**config.mk**
```make
export PLATFORM = sky130hd
export DESIGN_NAME = keypad_emulator
export DESIGN_NICKNAME = d
export VERILOG_FILES = /design/src/rtl/keypad_emu_pkg.sv /design/src/rtl/keypad_emu_fifo.sv /design/src/rtl/keypad_emulator.sv
export SDC_FILE = /design/constraint.sdc
export NUM_CORES = 1
export LEC_CHECK = 0
export ABC_AREA = 1
export BUFFER_PORTS_ARGS = -buffer_cell sky130_fd_sc_hd__buf_2
export CORE_MARGIN = 1
export CORE_UTILIZATION = 25
export CTS_BUF_LIST = sky130_fd_sc_hd__clkbuf_8
export DETAILED_ROUTE_END_ITERATION = 8
export GPL_TIMING_DRIVEN = 0
export PLACE_DENSITY_LB_ADDON = 0.05
export SLEW_MARGIN = 40
export SYNTH_ARGS = -nofsm -noshare
export SYNTH_HDL_FRONTEND = slang
export SYNTH_HIERARCHICAL = 1
export SYNTH_SLANG_ARGS = --single-unit
```
**constraint.sdc**
```tcl
create_clock -name clk -period 2.46 [get_ports clk]
set_input_delay 0.246 -clock clk [delete_from_list [all_inputs] [get_ports clk]]
set_output_delay 0.246 -clock clk [all_outputs]
set_load 0.05 [all_outputs]
```
**src/rtl/keypad_emu_pkg.sv**
```systemverilog
// Shared types and helpers for the keypad emulator.
package keypad_emu_pkg;

  typedef enum logic [1:0] {
    IDLE  = 2'd0,
    PRESS = 2'd1,
    GAP   = 2'd2
  } state_e;

  typedef logic [3:0] key_code_t;

  // Number of contact toggles at the start of PRESS and of GAP when bouncing
  localparam int BOUNCE_TOGGLES = 6;

  function automatic logic [1:0] code_row(input key_code_t code);
    return code[3:2];
  endfunction

  function automatic logic [1:0] code_col(input key_code_t code);
    return code[1:0];
  endfunction

  // Contact level (1 = closed) for a bounce phase; phases at or beyond
  // BOUNCE_TOGGLES are the settled level, the opposite of the starting level.
  function automatic logic bounce_level(input logic [2:0] phase, input logic start_closed);
    logic lvl;
    if (phase >= 3'(BOUNCE_TOGGLES)) begin
      lvl = !start_closed;
    end else begin
      lvl = start_closed ^ phase[0];
    end
    return lvl;
  endfunction

endpackage

```
**src/rtl/keypad_emu_fifo.sv**
```systemverilog
// Small synchronous FIFO holding pending key codes. Push is ignored when full
// and pop is ignored when empty, so it can neither overflow nor underflow.
module keypad_emu_fifo #(
  parameter int WIDTH = 4,
  parameter int DEPTH = 4
) (
  input  logic             clk,
  input  logic             rst,
  input  logic             push_i,
  input  logic [WIDTH-1:0] data_i,
  input  logic             pop_i,
  output logic [WIDTH-1:0] data_o,
  output logic             full_o,
  output logic             empty_o
);

  localparam int AW = (DEPTH > 1) ? $clog2(DEPTH) : 1;
  localparam int CW = AW + 1;

  logic [WIDTH-1:0] mem_q [DEPTH];
  logic [AW-1:0]    wr_ptr_q;
  logic [AW-1:0]    rd_ptr_q;
  logic [CW-1:0]    count_q;
  logic             push_s;
  logic             pop_s;

  function automatic logic [AW-1:0] next_ptr(input logic [AW-1:0] p);
    logic [AW-1:0] n;
    if (p == AW'(DEPTH - 1)) begin
      n = '0;
    end else begin
      n = p + AW'(1);
    end
    return n;
  endfunction

  assign full_o  = (count_q == CW'(DEPTH));
  assign empty_o = (count_q == '0);
  assign push_s  = push_i && !full_o;
  assign pop_s   = pop_i && !empty_o;
  assign data_o  = mem_q[rd_ptr_q];

  // Storage, pointers and occupancy; a push and a pop may happen together.
  always_ff @(posedge clk or posedge rst) begin
    if (rst) begin
      for (int i = 0; i < DEPTH; i++) begin
        mem_q[i] <= '0;
      end
      wr_ptr_q <= '0;
      rd_ptr_q <= '0;
      count_q  <= '0;
    end else begin
      if (push_s) begin
        mem_q[wr_ptr_q] <= data_i;
        wr_ptr_q        <= next_ptr(wr_ptr_q);
      end
      if (pop_s) begin
        rd_ptr_q <= next_ptr(rd_ptr_q);
      end
      case ({push_s, pop_s})
        2'b10:   count_q <= count_q + CW'(1);
        2'b01:   count_q <= count_q - CW'(1);
        default: count_q <= count_q;
      endcase
    end
  end

endmodule

```
**src/rtl/keypad_emulator.sv**
```systemverilog
// Responder side of a 4x4 matrix keypad: queued key codes are "pressed" for
// HOLD_CYCLES clocks, then released for GAP_CYCLES clocks.
// Optional contact bounce is enabled by defining KEYPAD_EMU_BOUNCE_EN.
module keypad_emulator
  import keypad_emu_pkg::*;
#(
  parameter int HOLD_CYCLES   = 2_000_000,
  parameter int GAP_CYCLES    = 2_000_000,
  parameter int FIFO_DEPTH    = 4,
  parameter int BOUNCE_PERIOD = 50_000
) (
  input  logic       clk,
  input  logic       rst,
  input  logic       key_valid,
  input  logic [3:0] key_code,
  output logic       key_ready,
  input  logic [3:0] rows,
  output logic [3:0] cols,
  output logic       busy,
  output logic       pressed,
  output logic       done
);

  localparam logic [31:0] HOLD_LOAD = 32'(HOLD_CYCLES - 1);
  localparam logic [31:0] GAP_LOAD  = 32'(GAP_CYCLES - 1);

  if (HOLD_CYCLES < 1 || GAP_CYCLES < 1 || BOUNCE_PERIOD < 1) begin : g_bad_param
    $error("keypad_emulator: HOLD_CYCLES, GAP_CYCLES and BOUNCE_PERIOD must be >= 1");
  end

  state_e    state_q;
  logic [31:0] cnt_q;
  logic [1:0]  cur_row_q;
  logic [1:0]  cur_col_q;
  logic        done_q;
  logic        pressed_q;
  logic [3:0]  cols_s;

  key_code_t   fifo_data_s;
  logic        fifo_full_s;
  logic        fifo_empty_s;
  logic        fifo_pop_s;

`ifdef KEYPAD_EMU_BOUNCE_EN
  localparam logic [31:0] BP_LAST = 32'(BOUNCE_PERIOD - 1);

  if (HOLD_CYCLES <= BOUNCE_TOGGLES * BOUNCE_PERIOD ||
      GAP_CYCLES  <= BOUNCE_TOGGLES * BOUNCE_PERIOD) begin : g_bad_bounce
    $error("keypad_emulator: HOLD_CYCLES and GAP_CYCLES must exceed the bounce interval");
  end

  logic [31:0] bcnt_q;
  logic [2:0]  bphase_q;
`endif

  assign fifo_pop_s = (state_q == IDLE) && !fifo_empty_s;

  keypad_emu_fifo #(
    .WIDTH (4),
    .DEPTH (FIFO_DEPTH)
  ) u_fifo (
    .clk     (clk),
    .rst     (rst),
    .push_i  (key_valid),
    .data_i  (key_code),
    .pop_i   (fifo_pop_s),
    .data_o  (fifo_data_s),
    .full_o  (fifo_full_s),
    .empty_o (fifo_empty_s)
  );

  // Key sequencer: pop a code, hold the contact, release it, then pulse done.
  // done is raised during the final GAP cycle so it is high on the edge that
  // ends GAP.
  always_ff @(posedge clk or posedge rst) begin
    if (rst) begin
      state_q   <= IDLE;
      cnt_q     <= '0;
      cur_row_q <= '0;
      cur_col_q <= '0;
      done_q    <= 1'b0;
      pressed_q <= 1'b0;
`ifdef KEYPAD_EMU_BOUNCE_EN
      bcnt_q    <= '0;
      bphase_q  <= '0;
`endif
    end else begin
      done_q <= 1'b0;
      case (state_q)
        IDLE: begin
          if (!fifo_empty_s) begin
            state_q   <= PRESS;
            cnt_q     <= HOLD_LOAD;
            cur_row_q <= code_row(fifo_data_s);
            cur_col_q <= code_col(fifo_data_s);
`ifdef KEYPAD_EMU_BOUNCE_EN
            bcnt_q    <= '0;
            bphase_q  <= '0;
            pressed_q <= bounce_level(3'd0, 1'b0);
`else
            pressed_q <= 1'b1;
`endif
          end
        end
        PRESS: begin
          if (cnt_q == 32'd0) begin
            state_q <= GAP;
            cnt_q   <= GAP_LOAD;
            done_q  <= (GAP_LOAD == 32'd0);
`ifdef KEYPAD_EMU_BOUNCE_EN
            bcnt_q    <= '0;
            bphase_q  <= '0;
            pressed_q <= bounce_level(3'd0, 1'b1);
`else
            pressed_q <= 1'b0;
`endif
          end else begin
            cnt_q <= cnt_q - 32'd1;
`ifdef KEYPAD_EMU_BOUNCE_EN
            if (bphase_q < 3'(BOUNCE_TOGGLES)) begin
              if (bcnt_q == BP_LAST) begin
                bcnt_q    <= '0;
                bphase_q  <= bphase_q + 3'd1;
                pressed_q <= bounce_level(bphase_q + 3'd1, 1'b0);
              end else begin
                bcnt_q <= bcnt_q + 32'd1;
              end
            end
`endif
          end
        end
        GAP: begin
          if (cnt_q == 32'd0) begin
            state_q   <= IDLE;
            pressed_q <= 1'b0;
          end else begin
            cnt_q  <= cnt_q - 32'd1;
            done_q <= (cnt_q == 32'd1);
`ifdef KEYPAD_EMU_BOUNCE_EN
            if (bphase_q < 3'(BOUNCE_TOGGLES)) begin
              if (bcnt_q == BP_LAST) begin
                bcnt_q    <= '0;
                bphase_q  <= bphase_q + 3'd1;
                pressed_q <= bounce_level(bphase_q + 3'd1, 1'b1);
              end else begin
                bcnt_q <= bcnt_q + 32'd1;
              end
            end
`endif
          end
        end
        default: begin
          state_q   <= IDLE;
          pressed_q <= 1'b0;
        end
      endcase
    end
  end

  // Switch model: the closed contact connects the current row to its column.
  always_comb begin
    cols_s = 4'hF;
    if (pressed_q && !rows[cur_row_q]) begin
      cols_s[cur_col_q] = 1'b0;
    end else begin
      cols_s = 4'hF;
    end
  end

  assign cols      = cols_s;
  assign key_ready = !fifo_full_s;
  assign busy      = (state_q != IDLE) || !fifo_empty_s;
  assign pressed   = pressed_q;
  assign done      = done_q;

endmodule

```
Word level (Yosys, flattened, before mapping) --
Cells that the tools add are included.
Storage, ports and cells: register bits after elaboration 63, input bits 11, word-level logic and storage cells 89
Operators by class: add/subtract/negate cells 5, order comparisons 6, eq/ne operators 13, muxes and demuxes 27, bitwise gates (word level) 4, reductions and logical operators 21
Operators with widths (number):
- $mux 32 | 3
- $pmux 32 s3 | 1
- $eq 32x1->1 const B | 1
- $logic_not 32->1 | 1
- $sub 32x1->32 const B | 1
- $bwmux 16 | 1
- $mux 4 | 4
- $mux 2 | 5
- $bmux 4 s2 | 1
- $demux 4 s2 | 1
- $eq 2x2->1 const B | 4
- $ne 2x2->1 const B | 4
- $ge 3x3->1 const B | 2
- $logic_and 1x1->1 | 6
- $lt 2x3->1 const B | 2
- $mux 1 | 6
- $not 2->3 | 2
- $pmux 2 s3 | 1
- $pmux 3 s2 | 1
- $reduce_and 3->1 | 2
- $add 2x1->2 const B | 2
- $eq 2x1->1 const B | 2
- $not 4->4 | 1
- $reduce_and 2->1 | 2
- 17 further kinds | 20

Depth between registers and ports, before layout --
Gate-level depths: netlist of run 1.
depth after elaboration 6, mapped depth 14, depth with buffers taken out 14

Modules after synthesis --
Netlist of run 1, hierarchy kept.
Modules (own cells, without submodules):
- keypad_emulator | instances 1, cells each 430, area each 2807.7 um2, sequential area each 1001.0 um2
- keypad_emu_fifo | instances 1, cells each 155, area each 1277.5 um2, sequential area each 575.6 um2

Least setup slack after synthesis of run 1 --
No wires, ideal clock.
path kind register to register, start point register state_q[0], end point register u_fifo.count_q[2], library setup time 0.117 ns, arrival time 2.016 ns, data required time 2.343 ns, path slack 0.327 ns, cell stages (with the launch flop) 14, buffers on the path 0, clock period less this slack 2.133 ns, cells stage by stage dfrtp_1 inv_1 ha_1 inv_1 nor2_1 nand2_1 inv_1 ha_1 inv_1 fa_1 nand2_1 nand3_1 nand2_1 nand2_1
Between the ends: word-level cells in the longest chain between the ends 5, elaborated cells on any way between the ends 7, those cells by class eq/ne (2); mux (1); reduce/logical (4)
Ends and longest elaborated chain:
- start, declared | line keypad_emulator.sv:31 | state_e state_q;
- start signal, assigned | line keypad_emulator.sv:77 | state_q <= IDLE;
- start signal, assigned | line keypad_emulator.sv:92 | state_q <= PRESS;
- start signal, assigned | line keypad_emulator.sv:107 | state_q <= GAP;
- $logic_not 2->1 (*) | line keypad_emulator.sv:56 | assign fifo_pop_s = (state_q == IDLE) && !fifo_empty_s;
- $logic_and 1x1->1 (*) | line keypad_emulator.sv:56
- via fifo_pop_s | line keypad_emulator.sv:42 | logic fifo_pop_s;
- $logic_and 1x1->1 (*) | line keypad_emu_fifo.sv:40 | assign pop_s = pop_i && !empty_o;
- via u_fifo.pop_s | line keypad_emu_fifo.sv:25 | logic pop_s;
- $eq 2x1->1 / $eq 2x2->1 (equally long branches) | line keypad_emu_fifo.sv:60 | case ({push_s, pop_s})
- $pmux 3 s2 / $reduce_bool 2->1 (equally long branches)
- end signal, assigned | line keypad_emu_fifo.sv:61 | 2'b10: count_q <= count_q + CW'(1);
- end signal, assigned | line keypad_emu_fifo.sv:62 | 2'b01: count_q <= count_q - CW'(1);
- end signal, assigned | line keypad_emu_fifo.sv:63 | default: count_q <= count_q;
- end, declared | line keypad_emu_fifo.sv:23 | logic [CW-1:0] count_q;
Mark *: on every way through the listed nets, which the timed path passes. The rest lies on a longest branch. A chain may end at the register's enable or synchronous reset.

Final worst setup path of run 1 --
start point register state_q[1], end point register u_fifo.count_q[2]
Same word-level chain as after synthesis.

==> results.yml, run 1 <==
run_status:
  status: "finished, final reports clean"
grt:
  grt_usage: 0.154
  antenna_found_initial: 0
  overflow: 0
  grt_pass1_vias: 3676
  grt_pass1_wl_mm: 19.6
  grt_max_degree: 24
layout:
  drive_gt1_frac: 0.114
  stdcell_area_sq_um: 4690
  fin_util: 0.294
  antenna_cells_inserted: 0
  fillers: 1777
  nets: 641
  syn2layout_area_growth_pct: 14.8
synth:
  yosysUniqueCellTypes: 30
  synth_edf_count: 0
  synth_ff_type: "dfrtp_1"
  synth_most_common_cell: "nand2_1"
  synth_nets: 610
  yosys-top-cells-area: "dfrtp_1 39%, nand2_1 16%, nor2_1 7.9%"
  syn_area_sq_um: 4090
  synth_commonest_cells: "170 x nand2_1, 86 x nor2_1, 69 x inv_1"
  ys_ff_latch: 63
  async_flop_share: 1.00
  ys_seq_area_frac: 0.386
  synth_area_per_cell_sq_um: 6.98
  netlist_instances: 585
  ys_warn_count: 6
  synth_top_area_frac: 0.386
  yosysTopAreaCell: "dfrtp_1"
routing:
  ant_nets: 0
  drt_first_pass_iters: 4
  drt-initial-drc-count: 162
  wl_per_cell_um: 14.2
  drc_errors: 0
  drt-total-wl_mm: 11.8
  vias_per_cell: 4.50
  vias: 3763
place:
  placed_area_sq_um: 4480
  hpwlAfterDp_mm: 9.13
  port_buffers: 18
  place_congestion: 0.767
  dp_slack_ns: -0.170
clock_tree:
  cts_root_buf: "clkbuf_8"
  cts.clk_slew.worst_paths_ns: 0.07
  insertion_delay_ns: 0.36
  post_cts_buffers: 0
  cts_buffer_depth: 2
  cts_htree_levels: 3
  cts_inserted_buffers: 9
  cts_tree: "built"
  cts_sinks: 63
worst_setup_path:
  path_cells: "inv_1 > ha_1 > inv_1 > nor2_4 > nand2_1 > inv_1 > ha_1 > inv_1 > fa_1 > nand2_1 > nand3_1 > nand2_1 > nand2_1"
  worstSetupPathType: "reg2reg"
  crit_path_max_incr_delay_ns: 0.42
  critPathArrivalTime_ns: 2.47
  cpMaxStageDelayCell: "dfrtp_1"
  endpoint_kind: "flip-flop"
  cp_top_family: "adder cells"
  crit_buf_inv: 4
  cp.required_ns: 2.71
  worstSetupStartpointType: "flip-flop"
  crit_fanout: 10
die:
  coreArea_sq_um: 15900
  die-width_um: 130
  initial_utilization: 0.256
  io_pins: 19
  die_height_um: 130
  fp-row-count: 46
  dieArea_sq_um: 16900
sta:
  skew_ns: 0.0135
  setup_ws_ns: 0.242
  setup_tns_ns: 0
  hold_viol: 0
  rsz0062_at_grt: "no"
  timing.hold.ws_ns: 0.182
  period_minus_slack_ns: 2.22
  max_freq_mhz: 451
  finalCritPeriodShare: 0.902
  worst_pin_slew_ns: 0.679
  max_slew_margin: 0.546
  setup_viol: 0
  slew_viol_final: 0
power_and_ir_drop:
  powerDensity_nw_per_um2: 1060
  ir_worst_vdd_uv: 411
  p_leak_nw: 2.30
min_path:
  min_path_type: "in2reg"
job:
  drv_cap: 0
[where the power goes]
part	internal, mW	switching, mW
Clock	0.490	0.452
Combinational	0.771	1.59
Sequential	1.38	0.275
[per-stage QoR]
step                cells  total power [mW]
global route          837              5.48
detailed placement    820              4.06
global placement      819              4.04
finish                837              4.96
CTS                   837              5.04
floorplan             585              3.40
[cells in the final DEF, fill, tap and decap left out, types with 4 or more instances in the layout]
cell type / instances
ha_1: 13
nand3b_1: 4
nor2_2: 5
nand2_2: 6
o21ai_0: 43
nor2_1: 85
dfrtp_1: 63
o211ai_1: 5
nand3_1: 35
xor2_1: 4
nand2_1: 170
nand4_1: 36
buf_6: 5
clkbuf_8: 10
inv_1: 67
a21oi_1: 8
buf_2: 25
[timing repair]
action | CTS | global route
endpoints found under the setup margin | 2 | 1
hold endpoints to repair | 42 | 0
resized for setup | 1 | 1
hold buffers | 1 | 0
[final cells by class]
cell class                      count  area, sq um  share of cell area
Buffer                             18          121              0.0259
Tap cell                          216          270              0.0576
Clock buffer                       10          138              0.0293
Clock inverter                      6         60.1              0.0128
Timing Repair Buffer               20          128              0.0272
Sequential cell                    63         1580               0.336
Multi-Input combinational cell    433         2130               0.454
Inverter                           71          269              0.0573
[routing by layer]
metal,track usage,wire (um)
met5,0,0
met4,0.0629,212
met3,0.0205,406
met2,0.263,5790
met1,0.195,5440
[worst paths after layout]
kind                                              start                            end  slack (ns)  cells past startpoint
setup / recovery                 state_q[1]$_DFFE_PP0P_  u_fifo/count_q[2]$_DFFE_PP0P_        0.24                     13
hold / removal                              key_code[3]    u_fifo/mem_q[7]$_DFFE_PP0P_        0.18                      3
setup reg to reg                 state_q[1]$_DFFE_PP0P_  u_fifo/count_q[2]$_DFFE_PP0P_        0.24                     13
hold reg to reg            u_fifo/mem_q[13]$_DFFE_PP0P_   u_fifo/mem_q[13]$_DFFE_PP0P_        0.47                      2
max in group asynchronous                           rst   u_fifo/mem_q[15]$_DFFE_PP0P_        1.61                      3
min in group asynchronous                           rst          cnt_q[29]$_DFFE_PP0P_        0.41                      3
[worst min-delay path: stages]
cell and delay (ns):
buf_2 0.13, nand4_1 0.08, nand2_1 0.05
[cell families (layout without fill, tap and decap cells)]
logic type / Yosys count / count (layout) / synth area share
buffers and inverters: 89 / 125 / 0.0949
and+or+nand+nor: 355 / 355 / 0.386
AOI/OAI and AO/OA: 57 / 57 / 0.0738
adders and majority gates: 14 / 14 / 0.0447
xor gates and xnor gates: 7 / 7 / 0.0150
DFF: 63 / 63 / 0.386
[sequential cells by signal (all words and copies together), names as in the netlist]
name	cells
done	1
u_fifo/rd_ptr_q	2
u_fifo/count_q	3
pressed	1
u_fifo/mem_q	16
cur_row_q	2
u_fifo/wr_ptr_q	2
cur_col_q	2
state_q	2
cnt_q	32
No activity file was read; power rests on OpenSTA's default activity.
==> run 2: changes to the inputs <==
Clock period 2.46 ns to 2.2 ns, I/O delays scaled along.
==> results.yml, run 2 (synthesized netlist as in run 1, its figures left out) <==
routing:
  drt_first_pass_iters: 4
  drt-total-wl_mm: 11.8
  ant_nets: 0
  vias_per_cell: 4.49
  wl_per_cell_um: 14.0
  drc_errors: 0
  drt-initial-drc-count: 178
  vias: 3782
grt:
  overflow: 0
  grt_pass1_wl_mm: 19.7
  antenna_found_initial: 0
  grt_pass1_vias: 3679
  grt_max_degree: 24
  grt_usage: 0.154
worst_setup_path:
  reg2reg_depth: 11
  endpoint_kind: "flip-flop"
  cp.required_ns: 2.43
  critPathArrivalTime_ns: 2.26
  worstSetupStartpointType: "flip-flop"
  r2r-end: "cnt_q[1]$_DFFE_PP0P_"
  r2r_start: "cnt_q[12]$_DFFE_PP0P_"
  worstSetupPathType: "reg2reg"
  crit_fanout: 10
  reg2reg_setup_slack_ns: 0.17
power_and_ir_drop:
  p_leak_nw: 2.34
  power.total_mw: 5.66
  powerDensity_nw_per_um2: 1180
  ir_worst_vdd_uv: 457
min_path:
  holdPathStages: 3
  min_from: "key_code[3]"
  min_path_type: "in2reg"
  min_to: "u_fifo/mem_q[7]$_DFFE_PP0P_"
place:
  dp_slack_ns: -0.430
  hpwlAfterDp_mm: 9.13
  place_congestion: 0.767
  port_buffers: 18
layout:
  drive_gt1_frac: 0.144
  mostFrequentLayoutCells: "169 x nand2_1, 75 x nor2_1, 67 x inv_1, 62 x dfrtp_1, 43 x o21ai_0"
  syn2layout_area_growth_pct: 17.3
  reg.largest.list: "cnt_q: 32 flops, u_fifo/mem_q: 16 flops, u_fifo/count_q: 3 flops"
  largest_reg_flops: 32
  nets: 647
  largest-register: "cnt_q"
  layout_commonest_cell: "nand2_1"
  antenna_cells_inserted: 0
die:
  die_height_um: 130
  io_pins: 19
  die-width_um: 130
  dieArea_sq_um: 16900
  fp-row-count: 46
  initial_utilization: 0.256
  coreArea_sq_um: 15900
sta:
  setup_viol: 0
  max_slew_margin: 0.661
  rsz0062_at_grt: "yes"
  period_minus_slack_ns: 2.03
  setup_ws_ns: 0.167
  skew_ns: 0.0136
  slew_viol_final: 0
  finalCritPeriodShare: 0.924
  max_freq_mhz: 492
  timing.hold.ws_ns: 0.156
  worst_pin_slew_ns: 0.508
  hold_viol: 0
  setup_tns_ns: 0
clock_tree:
  cts_sinks: 63
  cts_buffer_depth: 2
  cts_inserted_buffers: 9
  cts_tree: "built"
  cts_htree_levels: 3
  cts_root_buf: "clkbuf_8"
  insertion_delay_ns: 0.36
  cts.clk_slew.worst_paths_ns: 0.07
job:
  drv_cap: 0
run_status:
  status: "finished, final reports clean"
-- run 2: cell types whose count changed in the layout (fill, tap and decap cells not counted), sizes merged --
cell	previous run	this run
clkbuf	13	15
buf	34	38
-- run 2: power by group --
part / total (mW) / internal, mW / switching [mW]
Combinational: 2.74 / 0.933 / 1.80
Clock: 1.06 / 0.548 / 0.510
Sequential: 1.86 / 1.55 / 0.316
-- run 2: layer usage --
| layer | routed length, um | global-route usage | vias up |
|---|---|---|---|
| met2 | 5770 | 0.263 | 52 |
| met5 | 0 | 0 | - |
| met3 | 292 | 0.0205 | 15 |
| met1 | 5540 | 0.195 | 1765 |
| li1 | - | - | 1950 |
| met4 | 234 | 0.0629 | 0 |
-- run 2: per-stage QoR --
stage | area, sq um | instances | utilization
after floorplan | 4090 | 585 | -
after detailed placement | 4480 | 820 | 0.281
final | 4790 | 843 | 0.301
after CTS | 4700 | 838 | 0.295
after global routing | 4790 | 843 | 0.301
after global placement | 4450 | 819 | 0.279
-- run 2: area by class of cell --
class                   instances  area, sq um
plain buffers                  18          128
clock buffers                  10          138
clock inverters                 6         60.1
fillers                      1766        11200
inverters                      71          269
multi-input cells             433         2180
flip-flops and latches         63         1580
well taps                     216          270
repair buffers                 26          173
-- run 2: worst max-delay path by stage --
stage / startpoint / depth (start not counted) / end / slack (ns)
2_1_floorplan: state_q[0]$_DFFE_PP0P_ / 13 / u_fifo/count_q[2]$_DFFE_PP0P_ / 0.07
3_3_place_gp: state_q[0]$_DFFE_PP0P_ / 13 / u_fifo/count_q[2]$_DFFE_PP0P_ / -0.44
3_5_place_dp: state_q[0]$_DFFE_PP0P_ / 13 / u_fifo/count_q[2]$_DFFE_PP0P_ / -0.43
4_1_cts: cnt_q[12]$_DFFE_PP0P_ / 11 / cnt_q[1]$_DFFE_PP0P_ / 0.08
5_1_grt: cnt_q[0]$_DFFE_PP0P_ / 12 / cnt_q[1]$_DFFE_PP0P_ / -0.004
6_report: cnt_q[12]$_DFFE_PP0P_ / 11 / cnt_q[1]$_DFFE_PP0P_ / 0.17
-- run 2: worst max-delay path, cell delays in order (launching register included) --
cell,delay [ns]
dfrtp_1,0.42
nor2_2,0.18
nand2_1,0.13
nor2_4,0.18
nand2_2,0.09
nor2_4,0.16
nand2_2,0.11
nand2_4,0.16
inv_2,0.07
buf_2,0.19
o21ai_0,0.10
o21ai_0,0.11
-- run 2: timing repair --
action | in CTS | in global routing
gates resized for setup | 4 | 18
setup buffers | 1 | 5
hold buffers | 1 | 0
pin swaps | 1 | 1
endpoints found under the hold margin | 42 | 0
endpoints found under the setup margin | 12 | 26
==> run 3: changes to the inputs <==
Settings changed: ABC_AREA 1 to not set, SKIP_CTS_REPAIR_TIMING set to 1.
==> results.yml, run 3 <==
run_status:
  status: "finished, violations left"
  violations: "negative setup slack"
clock_tree:
  cts_root_buf: "clkbuf_8"
  cts_buffer_depth: 2
  insertion_delay_ns: 0.37
  cts.clk_slew.worst_paths_ns: 0.08
  cts_tree: "built"
  cts_sinks: 63
  cts_inserted_buffers: 9
  cts_htree_levels: 3
layout:
  nets: 453
  reg.largest.list: "cnt_q: 32 flops, u_fifo/mem_q: 16 flops, u_fifo/count_q: 3 flops"
  fin_cells: 613
  regArea_sq_um: 1580
  largest-register: "cnt_q"
  stdcell_area_sq_um: 5080
  fillers: 1405
  multi_input_area_sq_um: 2270
  largest_reg_flops: 32
  syn2layout_area_growth_pct: 43.0
  layout_commonest_cell: "dfrtp_1"
  drive_gt1_frac: 0.506
  antenna_cells_inserted: 0
  mostFrequentLayoutCells: "57 x dfrtp_1, 39 x buf_4, 27 x nor2_1, 24 x mux2_2, 19 x buf_2"
place:
  placed_area_sq_um: 3930
  port_buffers: 18
  place_congestion: 0.745
  dp.cells: 543
  hpwlAfterDp_mm: 6.87
worst_setup_path:
  worstSetupStartpointType: "flip-flop"
  path_cells: "or4_4 > nor4_4 > buf_4 > buf_6 > nand3_4 > or4_4 > or3_1 > o21ai_1"
  crit_fanout: 3
  cpMaxStageDelayCell: "or4_4"
  reg2reg_depth: 8
  crit_path_max_incr_delay_ns: 0.58
  path_common_cell: "or4_4"
  crit_buf_inv: 2
  endpoint_kind: "flip-flop"
  cp_top_family: "simple AND/OR/NAND/NOR gates"
  r2r_start: "cnt_q[22]$_DFFE_PP0P_"
  worstSetupPathType: "reg2reg"
  r2r-end: "cnt_q[31]$_DFFE_PP0P_"
  cp.depth: 8
  cp.required_ns: 2.49
  reg2reg_setup_slack_ns: -0.32
  critPathArrivalTime_ns: 2.81
sta:
  max_slew_margin: 0.554
  max_freq_mhz: 397
  finalCritPeriodShare: 1.15
  period_minus_slack_ns: 2.52
  setup_ws_ns: -0.320
  setup_tns_ns: -5.30
  skew_ns: 0.00915
  setup_viol: 35
  slew_viol_final: 0
  worst_pin_slew_ns: 0.668
  rsz0062_at_grt: "yes"
  hold_viol: 0
  timing.hold.ws_ns: 0.130
synth:
  synth_most_common_cell: "dfrtp_1"
  yosys-top-cells-area: "dfrtp_1 44%, mux2_2 7.6%, ha_1 4.6%"
  yosysTopAreaCell: "dfrtp_1"
  netlist_instances: 344
  synth_commonest_cells: "63 x dfrtp_1, 31 x nor2_1, 26 x o21ai_0"
  ys_warn_count: 6
  synth_edf_count: 0
  yosysUniqueCellTypes: 59
  ys_seq_area_frac: 0.444
  ys_ff_latch: 63
  synth_area_per_cell_sq_um: 10.3
  synth_ff_type: "dfrtp_1"
  async_flop_share: 1.00
  synth_nets: 369
  synth_top_area_frac: 0.444
  syn_area_sq_um: 3550
die:
  initial_utilization: 0.256
  die-width_um: 121
  die_height_um: 121
  dieArea_sq_um: 14700
  coreArea_sq_um: 13900
  io_pins: 19
  fp-row-count: 43
power_and_ir_drop:
  p_sw_mw: 2.68
  powerDensity_nw_per_um2: 1310
  clkPwrFrac: 0.153
  power_frac_comb: 0.548
  switching_share: 0.401
  seqPwrFrac: 0.299
  power.total_mw: 6.68
  p_int_mw: 4.00
  ir_worst_vdd_uv: 485
  p_leak_nw: 2.20
routing:
  drt-total-wl_mm: 10.3
  drt-initial-drc-count: 98
  drt_first_pass_iters: 4
  vias: 2946
  wl_per_cell_um: 16.9
  drc_errors: 0
  ant_nets: 0
  vias_per_cell: 4.81
min_path:
  min_from: "key_code[3]"
  holdPathStages: 2
  min_to: "u_fifo/mem_q[3]$_DFFE_PP0P_"
  min_path_type: "in2reg"
job:
  drv_cap: 0
grt:
  grt_usage: 0.144
  overflow: 0
  grt_max_degree: 29
  grt_pass1_vias: 2749
  grt_pass1_wl_mm: 15.5
  antenna_found_initial: 0
## run 3: cell types whose count changed in the layout (fill, tap and decap cells not counted), moves of 8 or more
| cell | previous run | this run |
|---|---|---|
| a21o_1 | 0 | 8 |
| buf_4 | 8 | 39 |
| buf_6 | 5 | 13 |
| inv_1 | 67 | 7 |
| mux2_2 | 0 | 24 |
| nand2_1 | 169 | 12 |
| nand3_1 | 35 | 5 |
| nand4_1 | 36 | 4 |
| nor2_1 | 75 | 27 |
| nor2_2 | 11 | 2 |
| nor4_1 | 0 | 8 |
| o21ai_0 | 43 | 1 |
| o21ai_1 | 0 | 8 |
| o21ai_2 | 0 | 17 |
## run 3: layout make-up
class	instances	area share
well taps	180	0.0443
flip-flops and latches	63	0.312
clock inverters	7	0.0128
plain buffers	11	0.0249
clock buffers	9	0.0244
repair buffers	74	0.124
multi-input cells	255	0.447
inverters	14	0.0108
## run 3: how the worst max path moves through the flow
stage	slack, ns	startpoint	to
6_report	-0.32	cnt_q[22]$_DFFE_PP0P_	cnt_q[31]$_DFFE_PP0P_
5_1_grt	-0.38	cnt_q[22]$_DFFE_PP0P_	cnt_q[31]$_DFFE_PP0P_
4_1_cts	-0.69	cnt_q[4]$_DFFE_PP0P_	cnt_q[22]$_DFFE_PP0P_
3_5_place_dp	-0.66	cnt_q[4]$_DFFE_PP0P_	cnt_q[22]$_DFFE_PP0P_
3_3_place_gp	-0.65	cnt_q[4]$_DFFE_PP0P_	cnt_q[22]$_DFFE_PP0P_
2_1_floorplan	0.0006	cnt_q[4]$_DFFE_PP0P_	cnt_q[22]$_DFFE_PP0P_
## run 3: per-stage QoR
step            util  setup WS [ns]
2_1_floorplan      -       0.000607
3_3_place_gp   0.281         -0.653
3_5_place_dp   0.283         -0.662
4_1_cts        0.297         -0.691
5_1_grt        0.366         -0.382
6_report       0.366         -0.320
## run 3: kinds of logic after synthesis
| logic type | Yosys count | share of synthesized area |
|---|---|---|
| multiplexers | 30 | 0.111 |
| XOR/XNOR | 3 | 0.00740 |
| AND/OR/NAND/NOR | 123 | 0.199 |
| AO/OA/AOI/OAI | 85 | 0.158 |
| buffers and inverters | 26 | 0.0299 |
| adder cells (fa/ha/maj) | 14 | 0.0514 |
| flip-flops | 63 | 0.444 |
## run 3: power groups by stage
| stage | registers (mW) | logic (mW) | clock network, mW |
|---|---|---|---|
| 2_1_floorplan | 1.90 | 1.93 | 0 |
| 3_3_place_gp | 2.00 | 2.49 | 0 |
| 3_5_place_dp | 2.00 | 2.51 | 0 |
| 4_1_cts | 1.98 | 2.51 | 1.07 |
| 5_1_grt | 2.07 | 3.98 | 1.12 |
| 6_report | 2.00 | 3.66 | 1.02 |
## run 3: layer usage
| layer | wire length (um) | global-route usage | vias up |
|---|---|---|---|
| li1 | - | - | 1443 |
| met1 | 4540 | 0.176 | 1446 |
| met2 | 5240 | 0.239 | 42 |
| met3 | 326 | 0.0404 | 15 |
| met4 | 219 | 0.0586 | 0 |
| met5 | 0 | 0 | - |
